**src/rtl/ctrl_reg_arbiter_if.sv**
```systemverilog
// Request/grant bus between the requesters and the shared control register.
// The master side drives requests and write data; the slave side is the arbiter.
interface ctrl_reg_arbiter_if;
   logic [3:0]  req;
   logic [31:0] wr_data;
   logic [31:0] wr_mask;
   logic [3:0]  grant;
   logic        ack;
   logic        busy;
   logic        timeout;
   logic [7:0]  control;

   modport master (
      output req, wr_data, wr_mask,
      input  grant, ack, busy, timeout, control
   );

   modport slave (
      input  req, wr_data, wr_mask,
      output grant, ack, busy, timeout, control
   );
endinterface

```
**src/rtl/ctrl_reg_arbiter.sv**
```systemverilog
// Round-robin arbiter that applies masked writes from up to four requesters
// to one 8-bit control register, with self-clearing pulse bits and a release timeout.
module ctrl_reg_arbiter #(
   parameter int          NumRequesters = 4,
   parameter logic [7:0]  BitValue      = 8'h00,
   parameter logic [7:0]  PulseMask     = 8'h00,
   parameter logic [7:0]  TimeoutCycles = 8'd255
) (
   input  logic               clock,
   input  logic               reset,
   ctrl_reg_arbiter_if.slave  bus
);

   typedef enum logic [1:0] {IDLE, WRITE, RELEASE} state_t;

   localparam logic [3:0] ActiveMask = 4'((5'b00001 << NumRequesters) - 5'd1);

   state_t      state, state_next;
   logic [3:0]  grant_q, grant_next;
   logic [1:0]  ptr, ptr_next;
   logic [3:0]  lockout, lockout_next;
   logic [7:0]  count, count_next;
   logic        ack_q, ack_next;
   logic        timeout_q, timeout_next;
   logic [7:0]  held, held_next;
   logic [7:0]  pulse, pulse_next;

   logic [3:0]  eligible;
   logic [1:0]  winner;
   logic [1:0]  cand;
   logic        found;
   logic [7:0]  wr_d;
   logic [7:0]  wr_m;

   assign eligible = bus.req & ActiveMask & ~lockout;
   assign wr_d     = bus.wr_data[{ptr, 3'b000} +: 8];
   assign wr_m     = bus.wr_mask[{ptr, 3'b000} +: 8];

   // Search upward from the last winner so every active requester gets a turn.
   always_comb begin
      found  = 1'b0;
      winner = ptr;
      cand   = ptr;
      for (int k = 1; k <= NumRequesters; k++) begin
         cand = 2'((int'(ptr) + k) % NumRequesters);
         if (!found && eligible[cand]) begin
            found  = 1'b1;
            winner = cand;
         end
      end
   end

   always_comb begin
      state_next   = state;
      grant_next   = grant_q;
      ptr_next     = ptr;
      lockout_next = lockout & bus.req;
      count_next   = count;
      ack_next     = ack_q;
      timeout_next = 1'b0;
      held_next    = held;
      pulse_next   = '0;

      case (state)
         IDLE: begin
            if (found) begin
               grant_next = 4'b0001 << winner;
               ptr_next   = winner;
               state_next = WRITE;
            end
         end
         WRITE: begin
            held_next  = (held & ~(wr_m & ~PulseMask)) | (wr_d & wr_m & ~PulseMask);
            pulse_next = wr_d & wr_m & PulseMask;
            ack_next   = 1'b1;
            count_next = '0;
            state_next = RELEASE;
         end
         RELEASE: begin
            if (!bus.req[ptr]) begin
               state_next = IDLE;
               ack_next   = 1'b0;
               grant_next = '0;
            end else if (TimeoutCycles != 8'd0 && count == TimeoutCycles - 8'd1) begin
               // A stuck requester is locked out until it drops req once.
               state_next        = IDLE;
               ack_next          = 1'b0;
               grant_next        = '0;
               timeout_next      = 1'b1;
               lockout_next[ptr] = 1'b1;
            end else begin
               count_next = count + 8'd1;
            end
         end
         default: state_next = IDLE;
      endcase
   end

   always_ff @(posedge clock) begin
      if (reset) begin
         state     <= IDLE;
         grant_q   <= '0;
         ptr       <= 2'(NumRequesters - 1);
         lockout   <= '0;
         count     <= '0;
         ack_q     <= 1'b0;
         timeout_q <= 1'b0;
         held      <= BitValue & ~PulseMask;
         pulse     <= '0;
      end else begin
         state     <= state_next;
         grant_q   <= grant_next;
         ptr       <= ptr_next;
         lockout   <= lockout_next;
         count     <= count_next;
         ack_q     <= ack_next;
         timeout_q <= timeout_next;
         held      <= held_next;
         pulse     <= pulse_next;
      end
   end

   assign bus.grant   = grant_q;
   assign bus.ack     = ack_q;
   assign bus.busy    = (state != IDLE);
   assign bus.timeout = timeout_q;
   assign bus.control = held | pulse;

endmodule

```
**src/flat_wrapper.sv**
```systemverilog
// flat-port wrapper written by rule: the top's interface ports become plain ports
module ctrl_reg_arbiter_flat 
#(
   parameter int          NumRequesters = 4,
   parameter logic [7:0]  BitValue      = 8'h00,
   parameter logic [7:0]  PulseMask     = 8'h00,
   parameter logic [7:0]  TimeoutCycles = 8'd255
)
  (clock, reset, bus_req, bus_wr_data, bus_wr_mask, bus_grant, bus_ack, bus_busy, bus_timeout, bus_control);
  ctrl_reg_arbiter_if bus_i ();
  input  logic clock;
  input  logic reset;
  input wire logic [$bits(bus_i.req)-1:0] bus_req;
  input wire logic [$bits(bus_i.wr_data)-1:0] bus_wr_data;
  input wire logic [$bits(bus_i.wr_mask)-1:0] bus_wr_mask;
  output wire logic [$bits(bus_i.grant)-1:0] bus_grant;
  output wire logic [$bits(bus_i.ack)-1:0] bus_ack;
  output wire logic [$bits(bus_i.busy)-1:0] bus_busy;
  output wire logic [$bits(bus_i.timeout)-1:0] bus_timeout;
  output wire logic [$bits(bus_i.control)-1:0] bus_control;
  assign bus_i.req = bus_req;
  assign bus_i.wr_data = bus_wr_data;
  assign bus_i.wr_mask = bus_wr_mask;
  assign bus_grant = bus_i.grant;
  assign bus_ack = bus_i.ack;
  assign bus_busy = bus_i.busy;
  assign bus_timeout = bus_i.timeout;
  assign bus_control = bus_i.control;
  ctrl_reg_arbiter #(.NumRequesters(NumRequesters), .BitValue(BitValue), .PulseMask(PulseMask), .TimeoutCycles(TimeoutCycles)) u_core (.clock(clock), .reset(reset), .bus(bus_i));
endmodule
```
**config.mk**
```make
export PLATFORM = sky130hd
export DESIGN_NAME = ctrl_reg_arbiter_flat
export DESIGN_NICKNAME = d
export VERILOG_FILES = /design/src/rtl/ctrl_reg_arbiter_if.sv /design/src/rtl/ctrl_reg_arbiter.sv /design/src/flat_wrapper.sv
export SDC_FILE = /design/constraint.sdc
export NUM_CORES = 1
export LEC_CHECK = 0
export ABC_AREA = 1
export BUFFER_PORTS_ARGS = -buffer_cell sky130_fd_sc_hd__buf_2
export CORE_MARGIN = 2
export CORE_UTILIZATION = 53
export CTS_CLUSTER_SIZE = 16
export DETAILED_ROUTE_END_ITERATION = 12
export MAX_ROUTING_LAYER = met4
export PLACE_DENSITY = 0.86
export SYNTH_ARGS = -nofsm -noshare
export SYNTH_HDL_FRONTEND = slang
export SYNTH_SLANG_ARGS = --single-unit
```
**constraint.sdc**
```tcl
create_clock -name clock -period 5.45 [get_ports clock]
set_clock_uncertainty 0.1 [all_clocks]
set_input_delay 0.2725 -clock clock [delete_from_list [all_inputs] [get_ports clock]]
set_output_delay 0.2725 -clock clock [all_outputs]
set_load 0.01 [all_outputs]
```
After elaboration in Yosys (flattened, before gate mapping) --
Cells that the tools add are included.
Word-level totals: register bits after elaboration 30, input port bits 70, output and inout bits 15, word-level logic and storage cells 94
Cells by class: add/subtract/negate cells 5, order comparisons 6, equality and inequality tests 7, shift-type cells 3, mux-type cells 38, bitwise operators 10, reduce and logical (&&, ||, !) cells 17
Operators with widths (count):
- $shiftx 32x6->8 | 2
- $mux 4 | 6
- $and 8x8->8 | 2
- $mux 8 | 2
- $pmux 8 s2 | 1
- $lt 2x3->1 const B | 5
- $mux 2 | 7
- $mux 1 | 13
- $bmux 1 s2 | 5
- $add 8x1->8 const B | 1
- $and 4x4->4 | 2
- $eq 8x8->1 const B | 1
- $not 8->8 | 1
- $or 8x8->8 | 1
- $pmux 4 s2 | 1
- $pmux 2 s3 | 1
- $reduce_and 2->1 | 3
- $reduce_and 3->1 | 2
- $reduce_bool 2->1 | 3
- $add 2x1->2 const B | 2
- $add 2x2->2 const B | 2
- $logic_and 1x1->1 | 4
- $ne 2x1->1 const B | 2
- $not 4->4 | 1
- other kinds (13) | 16

Logic depth before layout (Yosys ltp) --
Gate-level depths: netlist of run 1.
word-level depth 17, gate-level depth with buffers 14, mapped depth without buffers 12

Least setup slack after synthesis of run 1 --
No wires, ideal clock.
kind reg2reg, start point register u_core.ptr[0], end point register u_core.ptr[0], data arrival time 1996 ps, data required time 5216 ps, slack 3220 ps, stages on the path, launching flop included 13, buffers on the path 2, clock period less this slack 2230 ps, path through dfxtp_1 -> inv_2 -> buf_6 -> clkbuf_1 -> ha_1 -> inv_1 -> nand3_1 -> nand2_1 -> nand4_1 -> nand2_1 -> inv_1 -> a21oi_1 -> o21ai_0
On the way: word-level cells in the longest chain between the ends 14, elaborated cells on any way between the ends 27
RTL lines:
- from (decl) | line ctrl_reg_arbiter.sv:20 | logic [1:0] ptr, ptr_next;
- from (signal assigned) | line ctrl_reg_arbiter.sv:103 | ptr <= 2'(NumRequesters - 1);
- from (signal assigned) | line ctrl_reg_arbiter.sv:113 | ptr <= ptr_next;
- $add 2x1->2 | line ctrl_reg_arbiter.sv:45 | cand = 2'((int'(ptr) + k) % NumRequesters);
- $bmux 1 s2 | line ctrl_reg_arbiter.sv:46 | if (!found && eligible[cand]) begin
- $mux 1 (implied by the code) | line ctrl_reg_arbiter.sv:46
- $mux 1 | line ctrl_reg_arbiter.sv:46
- $logic_not 1->1 | line ctrl_reg_arbiter.sv:46
- $logic_and 1x1->1 | line ctrl_reg_arbiter.sv:46
- $mux 1 | line ctrl_reg_arbiter.sv:46
- $logic_not 1->1 | line ctrl_reg_arbiter.sv:46
- $logic_and 1x1->1 | line ctrl_reg_arbiter.sv:46
- $mux 1 | line ctrl_reg_arbiter.sv:46
- $logic_not 1->1 | line ctrl_reg_arbiter.sv:46
- $logic_and 1x1->1 | line ctrl_reg_arbiter.sv:46
- $mux 1 | line ctrl_reg_arbiter.sv:46
- $reduce_and 2->1 (no line)
Several ways; a longest one is shown, not always the timed one. The select of a mux whose other input is x is not followed. A chain may end at the register's enable or synchronous reset.

Worst setup path after layout of run 1 --
start point register u_core.ptr[1], end point register u_core.grant_q[0] (netlist: u_core.bus.grant[0])
On the way: word-level cells in the longest chain between the ends 16, elaborated cells on any way between the ends 35
RTL lines:
- $add 2x1->2 | line ctrl_reg_arbiter.sv:45
- $bmux 1 s2 | line ctrl_reg_arbiter.sv:46
- $mux 1 (implied by the code) | line ctrl_reg_arbiter.sv:46
- $mux 1 | line ctrl_reg_arbiter.sv:46
- $logic_not 1->1 | line ctrl_reg_arbiter.sv:46
- $logic_and 1x1->1 | line ctrl_reg_arbiter.sv:46
- $mux 1 | line ctrl_reg_arbiter.sv:46
- $logic_not 1->1 | line ctrl_reg_arbiter.sv:46
- $logic_and 1x1->1 | line ctrl_reg_arbiter.sv:46
- $mux 1 | line ctrl_reg_arbiter.sv:46
- $logic_not 1->1 | line ctrl_reg_arbiter.sv:46
- $logic_and 1x1->1 | line ctrl_reg_arbiter.sv:46
- $mux 2 | line ctrl_reg_arbiter.sv:46
- $shl 1x2->4 | line ctrl_reg_arbiter.sv:67 | grant_next = 4'b0001 << winner;
- $mux 4 | line ctrl_reg_arbiter.sv:66 | if (found) begin
- $pmux 4 s2 | line ctrl_reg_arbiter.sv:64 | case (state)
- to (signal assigned) | line ctrl_reg_arbiter.sv:112 | grant_q <= grant_next;
- to (decl) | line ctrl_reg_arbiter.sv:19 | logic [3:0] grant_q, grant_next;
Several ways; a longest one is shown, not always the timed one. The select of a mux whose other input is x is not followed.

==> metrics.md, run 1 <==
| Metric | Value |
|---|---|
| Routing usage on met1 | `30.08%` |
| Post-layout min period | `3.107 ns` |
| Clock sink total | `30` |
| Sequential share of the synthesized area | `28.25%` |
| Worst EP arrival | `3.21 ns` |
| Ports | `85` |
| Main synth FF type | `dfxtp_1` |
| Post-cts resize count | `0` |
| Main combinational cell family by area after synthesis | `simple AND/OR/NAND/NOR gates` |
| ANT cells | `0` |
| Layer with the highest usage | `met2` |
| CTS root buf | `clkbuf_8` |
| Clock Path Buffers | `2` |
| Cell row count | `23` |
| Avg Inst Size Synth | `6.706 um2` |
| Asr flop ratio synth | `0%` |
| Met3 global-route usage | `5.333%` |
| CP endpoint kind | `register` |
| Layout cells sized above 1 | `29.29%` |
| Starting DRT DRC Count | `113` |
| Setup Crit Path Kind | `register to register` |
| Final wirelength | `5821 um` |
| ANT nets after route | `0` |
| Core area | `0.003943 mm2` |
| CP Launch Type | `register` |
| Vias | `2419` |
| Post-Synth Simple-Gate Area | `35.26%` |
| Synth Area in Compound Gates | `21.48%` |
| Max VDD drop | `0.2683 mV` |
| Register bit count reported by yosys | `30` |
| Critical path's largest stage delay | `0.83 ns` |
| Area of the mapped netlist | `0.002126 mm2` |
| Cell family with the largest share of critical-path delay | `flip-flops` |
| First-pass GRT wire length | `9280 um` |
| HP Class | `input pin to register` |
| Initial cell density of the core | `53.92%` |
| CP Buf/Inv Count | `2` |
| Actual slew at the worst max-slew pin | `0.7789 ns` |
| Largest net degree at the start of global routing | `44` |
| Crit-path slowest cell | `dfxtp_1` |
| CTS Buf Count | `5` |
| Max transition margin | `48.00%` |
| Grt ovf | `0` |
| Ys Warns | `0` |
| Setup Fix Bufs, Post-CTS | `0` |
| Nets | `475` |
| Max_cap viols | `0` |
| CTS clk-pin slew, worst paths | `0.07 ns` |
| Drt first pass iters | `4` |
| Vias in the first global route | `2267` |
| Worst-Skew Late Latency | `0.28 ns` |
| Power density cells | `484.8 mW/mm2` |
| H-Tree Depth | `2` |
| CTS hold repair buffers | `0` |
| Final setup fails | `0` |
| Crit path cell chain | `inv_1 > ha_1 > inv_1 > nand3_1 > nand2_1 > nand2_4 > nor2_2 > nand3_2 > nand3_2 > nand2_1 > a21oi_1` |
| Die W | `67.33 um` |
| Static leakage | `0.001289 uW` |
| Syn_nets | `397` |
| Fin crit share | `57.02%` |
| Xor/xnor cell area share of the yosys netlist | `2.060%` |
| DR DRC count | `0` |
| Final hold violation count | `0` |
| Setup TNS | `0 ns` |
| Post-synth EDFFs | `0` |
| CP Max Fanout | `23` |
| Die ar. | `0.004533 mm2` |
| Synthesized instance count | `317` |
| Initial antenna violation count | `0` |
| RSZ-0062 raised after global routing | `no` |
| Max Clk Rate | `0.3218 GHz` |
| Mux cell area share after synthesis | `0%` |
| Die H | `67.33 um` |
| Vias per inst | `5.424` |
| Status | `finished clean` |
| Total track usage | `27.51%` |
| Post-DR wirelength/cell | `13.05 um` |
| Max Slew Vio Count | `0` |
| Input/output buffers | `84` |
| Post-synthesis adder-cell area fraction | `5.886%` |
| WP data required | `5.56 ns` |
| Synth-to-Final Area Change | `23.84%` |
| CTS tree | `done` |
| GRT met2 Usage | `49.13%` |
| Final core utilization | `66.77%` |
| Synth unique cells | `26` |
| RD Place Congestion | `0.9428` |
| DP Wirelength | `4192 um` |
==> cell type report <==
class | count | area, um2
Tap cell | 50 | 62.56
Fill cell | 313 | 1310
Inverter | 20 | 75.07
Multi-Input combinational cell | 253 | 1375
Timing Repair Buffer | 85 | 427.9
Clock buffer | 7 | 86.33
Clock inverter | 1 | 5.005
Sequential cell | 30 | 600.6
==> Yosys cell counts, types with 6 or more instances <==
library cell / number / area (um2)
a21oi_1: 24 / 120.1
buf_2: 6 / 30.03
clkbuf_1: 6 / 22.52
dfxtp_1: 30 / 600.6
ha_1: 10 / 125.1
inv_1: 18 / 67.56
nand2_1: 51 / 191.4
nand2_2: 7 / 43.79
nand3_1: 25 / 125.1
nand3_2: 7 / 70.07
nor2_1: 58 / 217.7
o211a_1: 8 / 80.08
o21ai_0: 34 / 170.2
o221ai_1: 8 / 70.07
==> report_power, final <==
group	internal [uW]	total (uW)	switching (uW)	leakage [uW]
logic	267	775	508	0.000996
clock network	102	186	84.7	0.0000482
registers	270	315	45.0	0.000244
==> cell families after synthesis <==
kind of cell             after synthesis
AO/OA/AOI/OAI                         76
XOR/XNOR                               5
adder cells (fa/ha/maj)               10
buffers and inverters                 34
flip-flops                            30
AND/OR/NAND/NOR                      162
==> routing by layer <==
metal,routed length (um),share of wire (%)
met4,92,1.6
met1,2511,43
met3,392,6.7
met2,2825,49
met5,0,0
==> stage by stage <==
step	hold WS [ns]	cells	instance area, um2	total power [uW]	setup slack, ns
2_1_floorplan	0.3197	317	2126	912.5	3.220
3_3_place_gp	0.3445	438	2541	1060	2.520
3_5_place_dp	0.3463	438	2541	1074	2.439
4_1_cts	0.1645	446	2633	1270	2.386
5_1_grt	0.1796	446	2633	1389	2.078
6_report	0.1728	446	2633	1276	2.343
==> tightest hold or removal path: stages <==
cell and delay (ns):
buf_2 0.12, nand2_1 0.06, a21oi_1 0.05
==> cell usage in the layout, fill, tap and decap left out, types with 8 or more instances in the layout <==
| cell | count |
|---|---|
| dfxtp_1 | 30 |
| nor2_1 | 58 |
| nand3_1 | 25 |
| o21ai_0 | 34 |
| o211a_1 | 8 |
| inv_1 | 18 |
| nand2_1 | 51 |
| buf_2 | 84 |
| o221ai_1 | 8 |
| ha_1 | 10 |
| a21oi_1 | 24 |
==> path summary, 6_finish.rpt <==
kind | from | to | slack, ns | depth (start not counted)
worst max-delay path | u_core.ptr[1] | u_core.bus.grant[0] | 2.34 | 11
worst min-delay path | bus_req[1] | u_core.lockout[1] | 0.17 | 3
worst max register to register | u_core.ptr[1] | u_core.bus.grant[0] | 2.34 | 11
worst min register to register | u_core.lockout[1] | u_core.lockout[1] | 0.36 | 2
(Power assumes the default switching activity.)
==> inputs of run 2 (changes only) <==
CORE_UTILIZATION = 44   (was 53)
PLACE_DENSITY = 0.77   (was 0.86)
clock period = 2.6 ns   (was 5.45 ns; I/O delays follow)
==> metrics.md, run 2 (synthesized netlist as in run 1, its figures left out) <==
| Metric | Value |
|---|---|
| Layout cells sized above 1 | `30.08%` |
| Final setup fails | `0` |
| Clock Path Buffers | `2` |
| RD Place Congestion | `0.9190` |
| Vias | `2433` |
| Commonest non-fill, non-tap cell in the layout | `buf_2` |
| Nets | `478` |
| Most frequent cells in the layout | `buf_2 (84), nor2_1 (58), nand2_1 (51)` |
| Initial cell density of the core | `45.31%` |
| Fin crit share | `78.19%` |
| Max Clk Rate | `0.4919 GHz` |
| Multi-input gate area | `0.001375 mm2` |
| Static leakage | `0.001302 uW` |
| Setup Crit Path Kind | `register to register` |
| Top layer in use | `met4` |
| Finished Cell Area | `0.002664 mm2` |
| Reg2Reg Depth | `11` |
| Die W | `73.51 um` |
| CP endpoint kind | `register` |
| H-Tree Depth | `2` |
| Met3 wire length | `326 um` |
| ANT cells | `0` |
| CTS root buf | `clkbuf_8` |
| Fill cells | `453` |
| Post-layout min period | `2.033 ns` |
| Input/output buffers | `84` |
| Vias per inst | `5.371` |
| Instance area at placement | `0.002569 mm2` |
| DR DRC count | `0` |
| Post-DR wirelength/cell | `12.78 um` |
| Max_cap viols | `0` |
| DP Wirelength | `4385 um` |
| Worst EP arrival | `2.14 ns` |
| Max Slew Vio Count | `0` |
| Actual slew at the worst max-slew pin | `0.4019 ns` |
| Setup TNS | `0 ns` |
| Total track usage | `23.20%` |
| Max transition margin | `73.21%` |
| WP data required | `2.71 ns` |
| Status | `finished clean` |
| RSZ-0062 raised after global routing | `no` |
| Synth-to-Final Area Change | `25.31%` |
| Cell row count | `25` |
| Post-cts resize count | `0` |
| CTS clk-pin slew, worst paths | `0.07 ns` |
| Die ar. | `0.005403 mm2` |
| Clock sink total | `30` |
| Final hold violation count | `0` |
| Die H | `73.51 um` |
| Starting DRT DRC Count | `118` |
| Core area | `0.004692 mm2` |
| Ports | `85` |
| CTS hold repair buffers | `0` |
| Initial antenna violation count | `0` |
| Power density cells | `1013 mW/mm2` |
| HP Class | `input pin to register` |
| CP Max Fanout | `41` |
| Vias in the first global route | `2209` |
| CTS tree | `done` |
| Worst Hold Depth | `3` |
| Final wirelength | `5789 um` |
| Setup Fix Bufs, Post-CTS | `0` |
| FF+latch area | `600.6 um2` |
| CP Launch Type | `register` |
| Metal-1 WL | `2605 um` |
| Drt first pass iters | `4` |
| Worst-Skew Late Latency | `0.28 ns` |
| CTS Buf Count | `5` |
| Max VDD drop | `0.5405 mV` |
| ANT nets after route | `0` |
| First-pass GRT wire length | `9687 um` |
| Largest net degree at the start of global routing | `43` |
| WL met2 | `2720 um` |
| Grt ovf | `0` |
## run 2: path summary, 6_finish.rpt
| check | from | end | slack, ns |
|---|---|---|---|
| max | u_core.ptr[0] | u_core.bus.grant[2] | 0.57 |
| min | bus_req[1] | u_core.lockout[1] | 0.03 |
| max reg2reg | u_core.ptr[0] | u_core.bus.grant[2] | 0.57 |
| min reg2reg | u_core.lockout[2] | u_core.lockout[2] | 0.36 |
## run 2: final cells by class
type	instances	area share (%)
multi-input cells	253	51.62
repair buffers	88	16.91
clock buffers	6	3.100
clock inverters	2	0.4697
well taps	54	2.536
inverters	20	2.818
flip-flops and latches	30	22.55
## run 2: stage by stage
stage               total power (uW)  instances  setup WS (ns)  util (%)  hold slack (ns)
floorplan                       1913        317         0.3698         -           0.1772
global placement                2261        445         0.7326     54.75           0.3285
detailed placement              2299        445         0.6288     54.75           0.3300
CTS                             2702        453         0.6239     56.77          0.03487
global route                    2953        453         0.3315     56.77          0.05320
finish                          2698        453         0.5670     56.77          0.03441
## run 2: critical path: stages, from the launching register on
cell	delay, ns
dfxtp_1	0.34
buf_4	0.37
nand3_1	0.21
nand3_1	0.14
nand2_1	0.13
inv_1	0.11
nand3_1	0.07
nand2_1	0.08
nand2_2	0.08
nor2_2	0.13
nand2_1	0.07
a21oi_1	0.11
## run 2: power breakdown
group          switching [uW]  total [uW]  internal [uW]
combinational            1090        1680            583
sequential               58.8         624            565
clock                     186         398            213
total                    1340        2700           1360
## run 2: metal layers
metal | GRT usage [%] | vias to the layer above
met5 | - | -
met4 | 7.273 | 0
met3 | 4.390 | 12
met2 | 36.81 | 85
met1 | 29.81 | 1110
li1 | - | 1226
